--- config.mk ---
export PLATFORM = sky130hd
export DESIGN_NAME = fetch_stage
export DESIGN_NICKNAME = d
export VERILOG_FILES = /design/src/rtl/fetch_stage_pkg.sv /design/src/rtl/fetch_stage_ifid_reg.sv /design/src/rtl/fetch_stage.sv
export SDC_FILE = /design/constraint.sdc
export NUM_CORES = 1
export LEC_CHECK = 0
export BUFFER_PORTS_ARGS = -buffer_cell sky130_fd_sc_hd__buf_2
export CORE_UTILIZATION = 45
export CTS_CLUSTER_SIZE = 28
export DETAILED_ROUTE_END_ITERATION = 8
export PLACE_DENSITY = 0.72
export REMOVE_ABC_BUFFERS = 1
export SLEW_MARGIN = 5
export SYNTH_ARGS = -nofsm -noshare
export SYNTH_HDL_FRONTEND = slang
export SYNTH_SLANG_ARGS = --single-unit
--- constraint.sdc ---
create_clock -name clk -period 3.71 [get_ports clk]
set_input_delay 0.371 -clock clk [delete_from_list [all_inputs] [get_ports clk]]
set_output_delay 0.371 -clock clk [all_outputs]
set_load 0.01 [all_outputs]
--- src/rtl/fetch_stage_pkg.sv ---
// Shared CPU definitions: instruction width, word addressing and the
// IF/ID bundle reused by later pipeline stages.
package cpu_defs;

  localparam int INSTR_W    = 32;
  localparam int WORD_SHIFT = 2;

  // Bubble encoding: sll $0,$0,0
  localparam logic [INSTR_W-1:0] NOP_WORD = 32'h0000_0000;

  typedef struct packed {
    logic [INSTR_W-1:0] pc4;
    logic [INSTR_W-1:0] instr;
    logic               valid;
  } ifid_t;

endpackage

--- src/rtl/fetch_stage_ifid_reg.sv ---
// Generic pipeline register with hold and bubble controls.
// A flush turns the slot into a bubble but keeps pc4.
module ifid_reg
  import cpu_defs::*;
#(
  parameter logic [INSTR_W-1:0] NOP = NOP_WORD
) (
  input  logic  clk,
  input  logic  rst,
  input  logic  hold,
  input  logic  flush,
  input  ifid_t d,
  output ifid_t q
);

  ifid_t slot_q;

  // Flush wins over hold so a redirect always inserts exactly one bubble.
  always_ff @(posedge clk) begin
    if (rst) begin
      slot_q.pc4   <= '0;
      slot_q.instr <= NOP;
      slot_q.valid <= 1'b0;
    end else if (flush) begin
      slot_q.instr <= NOP;
      slot_q.valid <= 1'b0;
    end else if (!hold) begin
      slot_q <= d;
    end
  end

  assign q = slot_q;

endmodule

--- src/rtl/fetch_stage.sv ---
// Instruction fetch: PC register, next-PC selection, fault detection and
// the IF/ID register. imem_addr comes straight from the PC flop.
module fetch_stage
  import cpu_defs::*;
#(
  parameter logic [INSTR_W-1:0] RESET_PC   = 32'h0000_0000,
  parameter int                 IMEM_WORDS = 128,
  parameter logic [INSTR_W-1:0] NOP_WORD   = cpu_defs::NOP_WORD
) (
  input  logic               clk,
  input  logic               rst,
  input  logic               stall,
  input  logic               redirect,
  input  logic [INSTR_W-1:0] redirect_pc,
  output logic [INSTR_W-1:0] imem_addr,
  input  logic [INSTR_W-1:0] imem_instr,
  output logic [INSTR_W-1:0] ifid_pc4,
  output logic [INSTR_W-1:0] ifid_instr,
  output logic               ifid_valid,
  output logic [INSTR_W-1:0] fetch_count,
  output logic               fetch_fault
);

  // Byte bound held in 33 bits so a full 4 GiB memory still compares correctly.
  localparam logic [INSTR_W:0] IMEM_BYTES = (INSTR_W+1)'(IMEM_WORDS) << WORD_SHIFT;
  localparam logic [INSTR_W-1:0] WORD_MASK = ~((INSTR_W'(1) << WORD_SHIFT) - INSTR_W'(1));

  logic [INSTR_W-1:0] pc_q, pc_d;
  logic [INSTR_W-1:0] count_q, count_d;
  logic               fault_q, fault_d;
  logic [INSTR_W-1:0] pc_plus4;
  logic               bad_fetch;
  logic               advance;
  ifid_t              fetch_d, ifid_q;

  assign pc_plus4  = pc_q + 32'd4;
  assign bad_fetch = ((pc_q & ~WORD_MASK) != '0) || ({1'b0, pc_q} >= IMEM_BYTES);
  assign advance   = !redirect && !stall;

  // Next-state selection; redirect overrides stall and is force-aligned.
  always_comb begin
    pc_d    = pc_q;
    count_d = count_q;
    fault_d = fault_q;
    if (redirect) begin
      pc_d = redirect_pc & WORD_MASK;
    end else if (!stall) begin
      pc_d = pc_plus4;
      if (bad_fetch) begin
        fault_d = 1'b1;
      end else begin
        count_d = count_q + 32'd1;
      end
    end
  end

  // PC, commit counter and sticky fault flag.
  always_ff @(posedge clk) begin
    if (rst) begin
      pc_q    <= RESET_PC;
      count_q <= '0;
      fault_q <= 1'b0;
    end else begin
      pc_q    <= pc_d;
      count_q <= count_d;
      fault_q <= fault_d;
    end
  end

  // Word presented to IF/ID; a bad fetch becomes a bubble.
  always_comb begin
    fetch_d.pc4   = pc_plus4;
    fetch_d.instr = bad_fetch ? NOP_WORD : imem_instr;
    fetch_d.valid = !bad_fetch;
  end

  ifid_reg #(.NOP(NOP_WORD)) u_ifid (
    .clk   (clk),
    .rst   (rst),
    .hold  (stall),
    .flush (redirect),
    .d     (fetch_d),
    .q     (ifid_q)
  );

  assign imem_addr   = pc_q;
  assign ifid_pc4    = ifid_q.pc4;
  assign ifid_instr  = ifid_q.instr;
  assign ifid_valid  = ifid_q.valid;
  assign fetch_count = count_q;
  assign fetch_fault = fault_q;

endmodule

==> results of run 1 <==
[path summary, 6_finish.rpt]
kind | from | end | slack [ns] | cells after the start
hold / removal | redirect_pc[4] | imem_addr[4]$_SDFFE_PP0P_ | 0.19 | 3
hold reg to reg | fetch_fault$_SDFFE_PP0P_ | fetch_fault$_SDFFE_PP0P_ | 0.45 | 2
setup / recovery | imem_addr[27]$_SDFFE_PP0P_ | fetch_count[21]$_SDFFE_PP0P_ | 0.88 | 5
setup reg to reg | imem_addr[27]$_SDFFE_PP0P_ | fetch_count[21]$_SDFFE_PP0P_ | 0.88 | 5
[critical path, cell delays in order (launching register included)]
cell and delay [ns]:
dfxtp_1 0.36, nor4_1 0.46, nand4_1 0.59, or4_1 0.82
or3_1 0.39, a21oi_1 0.14
[per-layer routing]
layer | global-route usage | vias to the layer above
met5 | 0 | -
met4 | 0.0881 | 2
met3 | 0.0814 | 25
met2 | 0.368 | 214
met1 | 0.308 | 2631
li1 | - | 2908
[metrics by stage]
stage	utilization	setup TNS [ns]	total power, mW	std cells	setup WS (ns)
final	0.593	0	3.41	1077	0.877
after global routing	0.593	0	3.54	1077	0.686
after CTS	0.593	0	3.44	1077	0.851
after detailed placement	0.546	0	1.76	1045	0.884
after global placement	0.546	0	1.76	1045	0.950
after floorplan	-	-0.910	1.61	674	-0.125
[where the power goes]
| part | switching, mW | total, mW | internal [mW] |
|---|---|---|---|
| Clock | 0.604 | 1.68 | 1.07 |
| Combinational | 0.158 | 0.278 | 0.120 |
| Sequential | 0.0577 | 1.46 | 1.40 |
[synthesized netlist by cell type, types with 4 or more instances]
library cell	n
dfxtp_1	126
nor2_1	88
nand2_1	68
a21oi_1	57
clkbuf_1	52
xnor2_1	49
a211oi_1	48
nand3b_1	35
nand3_1	24
nor4_1	23
nor3_1	22
xor2_1	20
nand4_1	19
o21ai_0	15
or3_1	15
inv_1	11
and3_1	9
and4_1	8
buf_2	5
nor4_2	5
a311oi_1	4
buf_4	4
[cell type report]
type | count | share of cell area
Multi-Input combinational cell | 537 | 0.421
Sequential cell | 126 | 0.332
Timing Repair Buffer | 199 | 0.134
Clock buffer | 23 | 0.0655
Clock inverter | 9 | 0.0142
Inverter | 11 | 0.00543
Tap cell | 172 | 0.0283
[logic make-up (layout without fill, tap and decap cells)]
kind of cell | Yosys count | in the layout | share of synthesized area
buffers and inverters | 74 | 242 | 0.0498
adder cells (fa/ha/maj) | 3 | 3 | 0.00625
XOR/XNOR | 69 | 69 | 0.101
AO/OA/AOI/OAI | 131 | 131 | 0.136
other | 1 | 4 | 0.000625
AND/OR/NAND/NOR | 329 | 329 | 0.285
multiplexers | 1 | 1 | 0.00167
flip-flops | 126 | 126 | 0.420
[sequential cells by signal, summed over array words and instances, names as in the netlist]
name         count
u_ifid.q        63
fetch_fault      1
imem_addr       30
fetch_count     32
==> key figures, run 1 <==
Status
  • Status: completed

STA
  • Final hold viol count: 0
  • Setup violators final: 0
  • Hold slack: about 0.19 ns
  • Slew @ Worst Pin: around 1.0 ns
  • Min cycle time layout: between 2 and 3 ns
  • Tcrit/Tclk final: 0.764
  • Max Fclk: 353 MHz
  • Unrepaired setup endpoints after global routing: no
  • Worst Skew: between 0.007 and 0.008 ns
  • Slew Limit Headroom: 0.299
  • Slew Viols, Final: 0

Route
  • DRT Pass-1 Iters: 5
  • WL met3: 1350 microns
  • Initial DRC count: between 400 and 500
  • Top layer in use: met5
  • # DRC: 0
  • Vias: around 5,800
  • WL final: 16,000 microns
  • Via-to-Cell Ratio: 5.37
  • WL/cell: around 15 microns
  • ANT nets after route: 0
  • Met2 wire len: roughly 7000 microns
  • M1 wire length: roughly 7200 microns

Yosys
  • Asr flop ratio synth: 0
  • Top cells by area, synth: dfxtp_1 42%, xnor2_1 7.2%, a211oi_1 6.0%, nor2_1 5.5%, a21oi_1 4.8%
  • Post-synth top area cell: dfxtp_1
  • Synthesized area per cell: a little over 8 sq um
  • Synth unique cells: 39
  • Top cell type's share of synthesized area: 0.420
  • Top_reg_cell synth: dfxtp_1
  • Sequential share of the synthesized area: 0.420
  • Syn. warnings: 0
  • Syn Inst Count: roughly 730
  • Post-synth EDFFs: 0
  • Post-synthesis cell area: 6000 sq um
  • #FFs+latches synth: about 130

Cells and area
  • Most common cell after layout, fill and taps aside: buf_2
  • Synth-to-layout area growth: 26.7%
  • Finished Cell Area: 7600 sq um
  • Most frequent cells in the layout: 191 x buf_2, 126 x dfxtp_1, 86 x nor2_1, 68 x nand2_1, 57 x a21oi_1
  • Layout cells sized above 1: 0.270
  • N_diodes: 0
  • Area occupied by multi-input gates: 3200 sq um
  • # fillers: around 1,200
  • Nets: ~960
  • Reg area: between 2000 and 3000 sq um

Clock tree
  • H-tree depth: 4
  • # clock sinks: ~130
  • Clk slew on worst S/H paths: 0.06 ns
  • CTS tree: yes
  • CTS Buffer Depth: 2
  • Clk_lat worst skew: between 0.4 and 0.5 ns
  • Post-CTS setup buffers: 0
  • CTS Buf Count: 17
  • CTS root buf: clkbuf_16
  • PostCTS Resize Cnt: 0
  • Hold Buf Count CTS: 0

Pwr
  • Leak: slightly below 3 nW
  • Pwr dens: roughly 450 nW/um^2
  • Peak supply drop: 0.237 mV

Min path
  • HP Class: input pin to flip-flop

Placed design
  • Port bufs: 191
  • GPL Wtd Cong: 0.785
  • Placed inst area: 7000 sq um
  • DP HPWL: 11,000 microns

Critical path
  • Critical path class: flip-flop to flip-flop
  • Critical Path Start Type: flip-flop
  • CP Max Fanout: 13
  • WP data required: a little over 4 ns
  • WP data arrival: between 3 and 4 ns
  • Crit end category: flip-flop

Global routing
  • First-pass GRT wire length: roughly 26,000 microns
  • Gr usage total: 0.239
  • Largest net degree at the start of global routing: 94
  • Initial antenna violation count: 1
  • Vias in the first global route: roughly 5,300
  • Grt total ovfl: 0

Die
  • Initial Utilization: 0.468
  • Die W: 117 microns
  • I/O Pins: 198
  • CORE AREA: 12,800 sq um
  • DIE HEIGHT: 117 microns
  • Die area: around 14,000 sq um
  • Cell Rows: between 40 and 50

Run
  • Max-cap violation count: 0
No activity file was read; power rests on OpenSTA's default activity.
==> run 2: changes to the inputs <==
--- a/config.mk
+++ b/config.mk
@@ -5,6 +5,7 @@
 export SDC_FILE = /design/constraint.sdc
 export NUM_CORES = 1
 export LEC_CHECK = 0
+export ABC_AREA = 1
 export BUFFER_PORTS_ARGS = -buffer_cell sky130_fd_sc_hd__buf_2
 export CORE_UTILIZATION = 45
 export CTS_CLUSTER_SIZE = 28
==> constraint.sdc (replaced) <==
create_clock -name clk -period 2.85 [get_ports clk]
set_input_delay 0.285 -clock clk [delete_from_list [all_inputs] [get_ports clk]]
set_output_delay 0.285 -clock clk [all_outputs]
set_load 0.01 [all_outputs]
==> key figures, run 2 <==
Status
  • Status: completed

Global routing
  • Initial antenna violation count: 0 (-1)
  • First-pass GRT wire length: 29,600 microns (+12%)
  • Grt total ovfl: 0 (unchanged)
  • Vias in the first global route: 6,047 (+15%)
  • Gr usage total: 0.258 (+0.0188)
  • Largest net degree at the start of global routing: 43 (-54%)

Route
  • DRT Pass-1 Iters: 5 (unchanged)
  • Vias: 6,747 (+17%)
  • WL/cell: 13.4 microns (-9.9%)
  • ANT nets after route: 0 (unchanged)
  • Via-to-Cell Ratio: 4.96 (-7.6%)
  • # DRC: 0 (unchanged)
  • WL final: 18,200 microns (+14%)
  • Initial DRC count: 451 (+8.2%)

Critical path
  • Crit end category: flip-flop
  • WP data required: 3.19 ns (-0.86 ns)
  • Critical Path Start Type: flip-flop
  • Critical Path Stages: 8 (+3)
  • WP data arrival: 2.34 ns (-0.83 ns)
  • Critical Path Sink: fetch_count[11]$_SDFFE_PP0P_
  • Critical path class: flip-flop to flip-flop
  • Worst setup path startpoint: imem_addr[9]$_SDFFE_PP0P_
  • Worst path max stage delay: 0.47 ns (-0.35 ns)
  • R2R cell count: 8 (+3)
  • CP max-delay cell: nor2_4
  • CP Max Fanout: 24 (+11)
  • Crit Reg-Reg Startpoint: imem_addr[9]$_SDFFE_PP0P_
  • Reg2reg setup slack: 0.85 ns (-0.03 ns)
  • Crit path cell chain: nor2_1, nand2_1, nor2_1, nand3_2, nor2_4, buf_4, nand2_1, a21oi_1
  • Largest delay share family, worst path: simple AND/OR/NAND/NOR gates
  • R2r endpoint: fetch_count[11]$_SDFFE_PP0P_
  • Crit path buf inv count: 1 (+1)

Yosys
  • Asr flop ratio synth: 0 (unchanged)
  • Synth unique cells: 29 (-26%)
  • Top cells by area, synth: dfxtp_1 40%, nand2_1 22%, a21oi_1 9.1%, nor2_1 7.1%, inv_1 4.2%
  • Most common cell in the synthesized netlist: nand2_1
  • Commonest cells post-synth: 379 x nand2_1, 126 x dfxtp_1, 120 x nor2_1
  • Post-synthesis cell area: 6330 sq um (+5.5%)
  • Post-synth top area cell: dfxtp_1
  • Syn. warnings: 0 (unchanged)
  • Top cell type's share of synthesized area: 0.398 (-0.0220)
  • Syn Inst Count: 989 (+35%)
  • Top_reg_cell synth: dfxtp_1
  • #FFs+latches synth: 126 (unchanged)
  • Synthesized area per cell: 6.40 sq um (-22%)
  • Sequential share of the synthesized area: 0.398 (-0.0220)
  • Post-synth EDFFs: 0 (unchanged)

Clock tree
  • CTS root buf: clkbuf_16
  • CTS tree: yes
  • CTS Buf Count: 17 (unchanged)
  • Clk_lat worst skew: 0.42 ns (about the same)
  • # clock sinks: 126 (unchanged)
  • Post-CTS setup buffers: 0 (unchanged)
  • PostCTS Resize Cnt: 0 (unchanged)
  • H-tree depth: 4 (unchanged)
  • Clk slew on worst S/H paths: 0.06 ns (about the same)
  • Hold Buf Count CTS: 0 (unchanged)
  • CTS Buffer Depth: 2 (unchanged)

STA
  • Tcrit/Tclk final: 0.701 (-0.0621)
  • Slew @ Worst Pin: 0.644 ns (-0.400 ns)
  • Unrepaired setup endpoints after global routing: no
  • Min cycle time layout: 2.00 ns (-0.834 ns)
  • Setup_tns: 0 ns (unchanged)
  • Worst Skew: 0.00660 ns (-0.000518 ns)
  • Max Fclk: 500 MHz (+42%)
  • Slew Viols, Final: 0 (unchanged)
  • Setup violators final: 0 (unchanged)
  • Final hold viol count: 0 (unchanged)
  • Slew Limit Headroom: 0.571 (+0.272)

Cells and area
  • Layout Utilization: 0.593 (about the same)
  • Most common cell after layout, fill and taps aside: nand2_1
  • Most frequent cells in the layout: 379 x nand2_1, 191 x buf_2, 126 x dfxtp_1, 119 x nor2_1, 115 x a21oi_1
  • N_diodes: 0 (unchanged)
  • Largest register FFs: 63 (unchanged)
  • Synth-to-layout area growth: 26.4%
  • Layout cells sized above 1: 0.215 (-0.0542)
  • Finished Cell Area: 8000 sq um (+5.3%)
  • # fillers: 1,336 (+8.7%)
  • Final cell count without fillers: 1,360 (+26%)
  • Nets: 1,242 (+29%)

Die
  • I/O Pins: 198 (unchanged)
  • Initial Utilization: 0.469 (+0.000964)
  • DIE HEIGHT: 121 microns (+2.7%)
  • Die area: 14,600 sq um (+5.4%)
  • Cell Rows: 42 (+2.4%)
  • Die W: 121 microns (+2.7%)
  • CORE AREA: 13,500 sq um (+5.3%)

Placed design
  • DP HPWL: 13,100 microns (+19%)
  • Port bufs: 191 (unchanged)
  • Post-Place Cells: 1,328 (+27%)
  • Placed inst area: 7380 sq um (+5.5%)
  • GPL Wtd Cong: 0.911 (+16%)

Run
  • Max-cap violation count: 0 (unchanged)

Pwr
  • Peak supply drop: 0.446 mV (+88%)
  • Pwr dens: 555 nW/um^2 (+24%)
  • Leak: 3.40 nW (+17%)

Min path
  • HP Class: input pin to flip-flop
run 2: cell types whose count changed after synthesis, moves of 15 or more:
cell / delta
nor4_1: -23
clkbuf_1: -27
inv_1: +60
nor3_1: -22
nand2_1: +311
xnor2_1: -45
nand3_1: +22
or3_1: -15
a21oi_1: +58
nor2_1: +32
nand4_1: -15
a211oi_1: -48
nand3b_1: -35
run 2: stage by stage:
stage                     hold slack, ns  total power, mW  worst slack [ns]
after floorplan                    0.354             2.03             0.175
after global placement             0.439             2.20             0.935
after detailed placement           0.445             2.20             0.884
after CTS                         0.0921             4.47             0.858
after global routing              0.0956             4.60             0.688
final                             0.0990             4.44             0.851
run 2: how the worst min path moves through the flow:
stage                              start                            to  slack (ns)  cells past startpoint
5_1_grt                   imem_instr[10]     u_ifid.q[11]$_SDFFE_PP0N_         0.1                      3
2_1_floorplan                        rst  fetch_count[10]$_SDFFE_PP0P_        0.35                      1
3_5_place_dp   u_ifid.q[20]$_SDFFE_PP0N_     u_ifid.q[20]$_SDFFE_PP0N_        0.45                      2
6_report                             rst     u_ifid.q[51]$_SDFFE_PP0P_         0.1                      2
4_1_cts                              rst     u_ifid.q[51]$_SDFFE_PP0P_        0.09                      2
3_3_place_gp   u_ifid.q[20]$_SDFFE_PP0N_     u_ifid.q[20]$_SDFFE_PP0N_        0.44                      2
run 2: report_power, final:
| part | switching (mW) | leakage, nW | internal (mW) |
|---|---|---|---|
| clock network | 0.822 | 0.303 | 1.46 |
| logic | 0.194 | 2.08 | 0.119 |
| registers | 0.0499 | 1.02 | 1.80 |
| total | 1.07 | 3.40 | 3.38 |
run 2: kinds of logic (layout without fill, tap and decap cells):
kind of cell               count (synthesis)  after routing  share of synthesized area
and+or+nand+nor                          569            569                      0.361
AOI/OAI and AO/OA                        154            154                      0.127
DFF                                      126            126                      0.398
buffers and inverters                    115            307                     0.0786
xor gates and xnor gates                  21             21                     0.0290
adders and majority gates                  3              3                    0.00593
other                                      1              4                   0.000592
run 2: layer usage:
metal,up-vias,share of wire,track usage
li1,3479,-,-
met1,3046,0.47,0.346
met2,206,0.46,0.407
met3,16,0.066,0.0627
met4,0,0.012,0.0772
met5,-,0,0
run 2: layout make-up:
type	instances	area, sq um	share of cell area
clock buffers	17	425	0.0532
clock inverters	15	195	0.0244
inverters	73	274	0.0342
multi-input cells	751	3330	0.416
flip-flops and latches	126	2520	0.315
well taps	176	220	0.0275
repair buffers	202	1040	0.130
==> run 3: changes to the inputs <==
--- a/config.mk
+++ b/config.mk
@@ -10,7 +10,7 @@
 export CORE_UTILIZATION = 45
 export CTS_CLUSTER_SIZE = 28
 export DETAILED_ROUTE_END_ITERATION = 8
-export PLACE_DENSITY = 0.72
+export PLACE_DENSITY = 0.75
 export REMOVE_ABC_BUFFERS = 1
 export SLEW_MARGIN = 5
 export SYNTH_ARGS = -nofsm -noshare
==> constraint.sdc (replaced) <==
create_clock -name clk -period 1.6 [get_ports clk]
set_input_delay 0.16 -clock clk [delete_from_list [all_inputs] [get_ports clk]]
set_output_delay 0.16 -clock clk [all_outputs]
set_load 0.01 [all_outputs]
==> key figures, run 3 (synthesis gave the netlist of run 2 again) <==
Placed design
  • DP HPWL: 14,100 microns (+7.3%)
  • Placed inst area: 7910 sq um (+7.1%)
  • GPL Wtd Cong: 0.940 (+3.2%)
  • Port bufs: 191 (unchanged)

Cells and area
  • Largest register FFs: 63 (unchanged)
  • Most common cell after layout, fill and taps aside: nand2_1
  • Finished Cell Area: 9120 sq um (+14%)
  • Most frequent cells in the layout: 373 x nand2_1, 191 x buf_2, 113 x a21oi_1, 109 x dfxtp_1, 88 x nor2_1
  • Layout cells sized above 1: 0.299 (+0.0837)
  • Nets: 1,342 (+8.1%)
  • Synth-to-layout area growth: 44.1%

Clock tree
  • Clk_lat worst skew: 0.42 ns (about the same)
  • # clock sinks: 126 (unchanged)
  • CTS root buf: clkbuf_16
  • CTS tree: yes
  • CTS Buf Count: 17 (unchanged)
  • H-tree depth: 4 (unchanged)
  • Clk slew on worst S/H paths: 0.06 ns (about the same)
  • CTS Buffer Depth: 2 (unchanged)

Die
  • DIE HEIGHT: 121 microns (unchanged)
  • Die W: 121 microns (unchanged)
  • Initial Utilization: 0.469 (unchanged)
  • Die area: 14,600 sq um (unchanged)
  • Cell Rows: 42 (unchanged)
  • CORE AREA: 13,500 sq um (unchanged)
  • I/O Pins: 198 (unchanged)

Critical path
  • Critical Path Sink: imem_addr[29]$_SDFFE_PP0P_
  • Crit Reg-Reg Startpoint: imem_addr[13]$_SDFFE_PP0P_
  • Crit end category: flip-flop
  • R2r endpoint: imem_addr[29]$_SDFFE_PP0P_
  • Most common cell on crit path: nand2_1
  • WP data required: 1.90 ns (-1.29 ns)
  • Crit path buf inv count: 1 (unchanged)
  • Crit path cell chain: buf_4, nand2_1, nor2_1, nand2_1, nor2_2, nand2_1, nand2_1, nand2_1, nand2_1, a21oi_1
  • Reg2reg setup slack: 0.06 ns (-0.79 ns)
  • CP Max Fanout: 4 (-83%)
  • R2R cell count: 10 (+2)
  • Worst path max stage delay: 0.36 ns (-0.11 ns)
  • Worst setup path startpoint: imem_addr[13]$_SDFFE_PP0P_
  • WP data arrival: 1.84 ns (-0.50 ns)
  • Critical Path Start Type: flip-flop
  • Largest delay share family, worst path: simple AND/OR/NAND/NOR gates
  • Critical Path Stages: 10 (+2)
  • CP max-delay cell: dfxtp_1
  • Critical path class: flip-flop to flip-flop

Route
  • Initial DRC count: 668 (+48%)
  • ANT nets after route: 0 (unchanged)
  • Vias: 7,437 (+10%)
  • DRT Pass-1 Iters: 5 (unchanged)
  • WL final: 21,200 microns (+16%)
  • Via-to-Cell Ratio: 5.09 (+2.6%)
  • WL/cell: 14.5 microns (+8.2%)
  • # DRC: 0 (unchanged)

STA
  • Slew @ Worst Pin: 0.660 ns (+0.0165 ns)
  • Setup violators final: 0 (unchanged)
  • Slew Viols, Final: 0 (unchanged)
  • Final hold viol count: 0 (unchanged)
  • Min cycle time layout: 1.54 ns (-0.461 ns)
  • Unrepaired setup endpoints after global routing: yes
  • Worst Skew: 0.00814 ns (+0.00154 ns)
  • Max Fclk: 650 MHz (+30%)
  • Tcrit/Tclk final: 0.961 (+0.260)
  • Hold slack: 0.00211 ns (-0.0969 ns)
  • Slew Limit Headroom: 0.560 (-0.0110)

Pwr
  • Pwr Total: 8.17 mW (+84%)
  • Peak supply drop: 0.868 mV (+95%)
  • Leak: 3.92 nW (+15%)
  • Pwr dens: 895 nW/um^2 (+61%)

Global routing
  • Largest net degree at the start of global routing: 41 (-4.7%)
  • Grt total ovfl: 0 (unchanged)
  • Met1 usage: 0.348 (+0.00231)
  • Gr usage total: 0.282 (+0.0240)
  • Vias in the first global route: 6,783 (+12%)
  • First-pass GRT wire length: 32,200 microns (+8.8%)
  • Initial antenna violation count: 1 (+1)
  • GR Util met3: 0.0675 (+0.00472)
  • Met2 Resource Use GR: 0.472 (+0.0654)
  • Busiest layer in global routing: met2

Run
  • Max-cap violation count: 0 (unchanged)

Min path
  • HP Class: input pin to flip-flop

Status
  • Status: completed
## run 3: cell types whose count changed in the layout (fill, tap and decap cells not counted), moves of 16 or more
| cell | previous run | this run |
|---|---|---|
| dfxtp_2 | 0 | 16 |
| nor2_2 | 11 | 34 |
| dlygate4sd3_1 | 0 | 29 |
| dfxtp_1 | 126 | 109 |
| buf_4 | 11 | 74 |
| nor2_1 | 119 | 88 |
## run 3: worst reg2reg max path, stage by stage (launching register included)
cell	delay [ns]
dfxtp_1	0.36
buf_4	0.15
nand2_1	0.09
nor2_1	0.18
nand2_1	0.15
nor2_2	0.16
nand2_1	0.06
nand2_1	0.06
nand2_1	0.05
nand2_1	0.09
a21oi_1	0.07
## run 3: layout make-up
cell class	instances	area (sq um)
diodes	1	2.50
clock buffers	18	429
clock inverters	14	194
fillers	1134	4380
inverters	73	274
multi-input cells	751	3490
flip-flops and latches	126	2550
well taps	176	220
repair buffers	302	1970
## run 3: worst min path at each step
| stage | start | end | depth (start not counted) |
|---|---|---|---|
| 2_1_floorplan | rst | fetch_count[10]$_SDFFE_PP0P_ | 1 |
| 3_3_place_gp | imem_instr[25] | u_ifid.q[26]$_SDFFE_PP0N_ | 3 |
| 3_5_place_dp | imem_instr[29] | u_ifid.q[30]$_SDFFE_PP0N_ | 3 |
| 4_1_cts | imem_instr[14] | u_ifid.q[15]$_SDFFE_PP0N_ | 3 |
| 5_1_grt | redirect_pc[5] | imem_addr[5]$_SDFFE_PP0P_ | 3 |
| 6_report | imem_instr[14] | u_ifid.q[15]$_SDFFE_PP0N_ | 3 |
## run 3: metrics by stage
step / util / instances / setup WS [ns] / TNS, ns
global placement: 0.586 / 1393 / 0.0505 / 0
detailed placement: 0.586 / 1393 / -0.00199 / -0.00199
floorplan: - / 950 / -0.950 / -39.71
CTS: 0.653 / 1454 / 0.0101 / 0
global route: 0.676 / 1461 / -0.0301 / -0.155
finish: 0.676 / 1461 / 0.0619 / 0
## run 3: repair_timing
action                                  in CTS  in global routing
pin swaps                                    2                 12
hold buffers                                29                  0
cloned                                       0                  4
endpoints found under the setup margin       5                 80
buffers inserted                             0                  2
hold endpoints to repair                    29                  0
resized for setup                            1                 70
## run 3: per-layer routing
metal	wire length (microns)	vias up
met5	0	-
met4	505	0
met3	1490	39
met2	10100	318
met1	9050	3400
li1	-	3680
## run 3: power by group
part	switching [mW]	internal, mW	leakage, nW
clock	1.49	2.60	0.288
sequential	0.0596	3.21	1.03
combinational	0.447	0.354	2.60
total	2.00	6.17	3.92
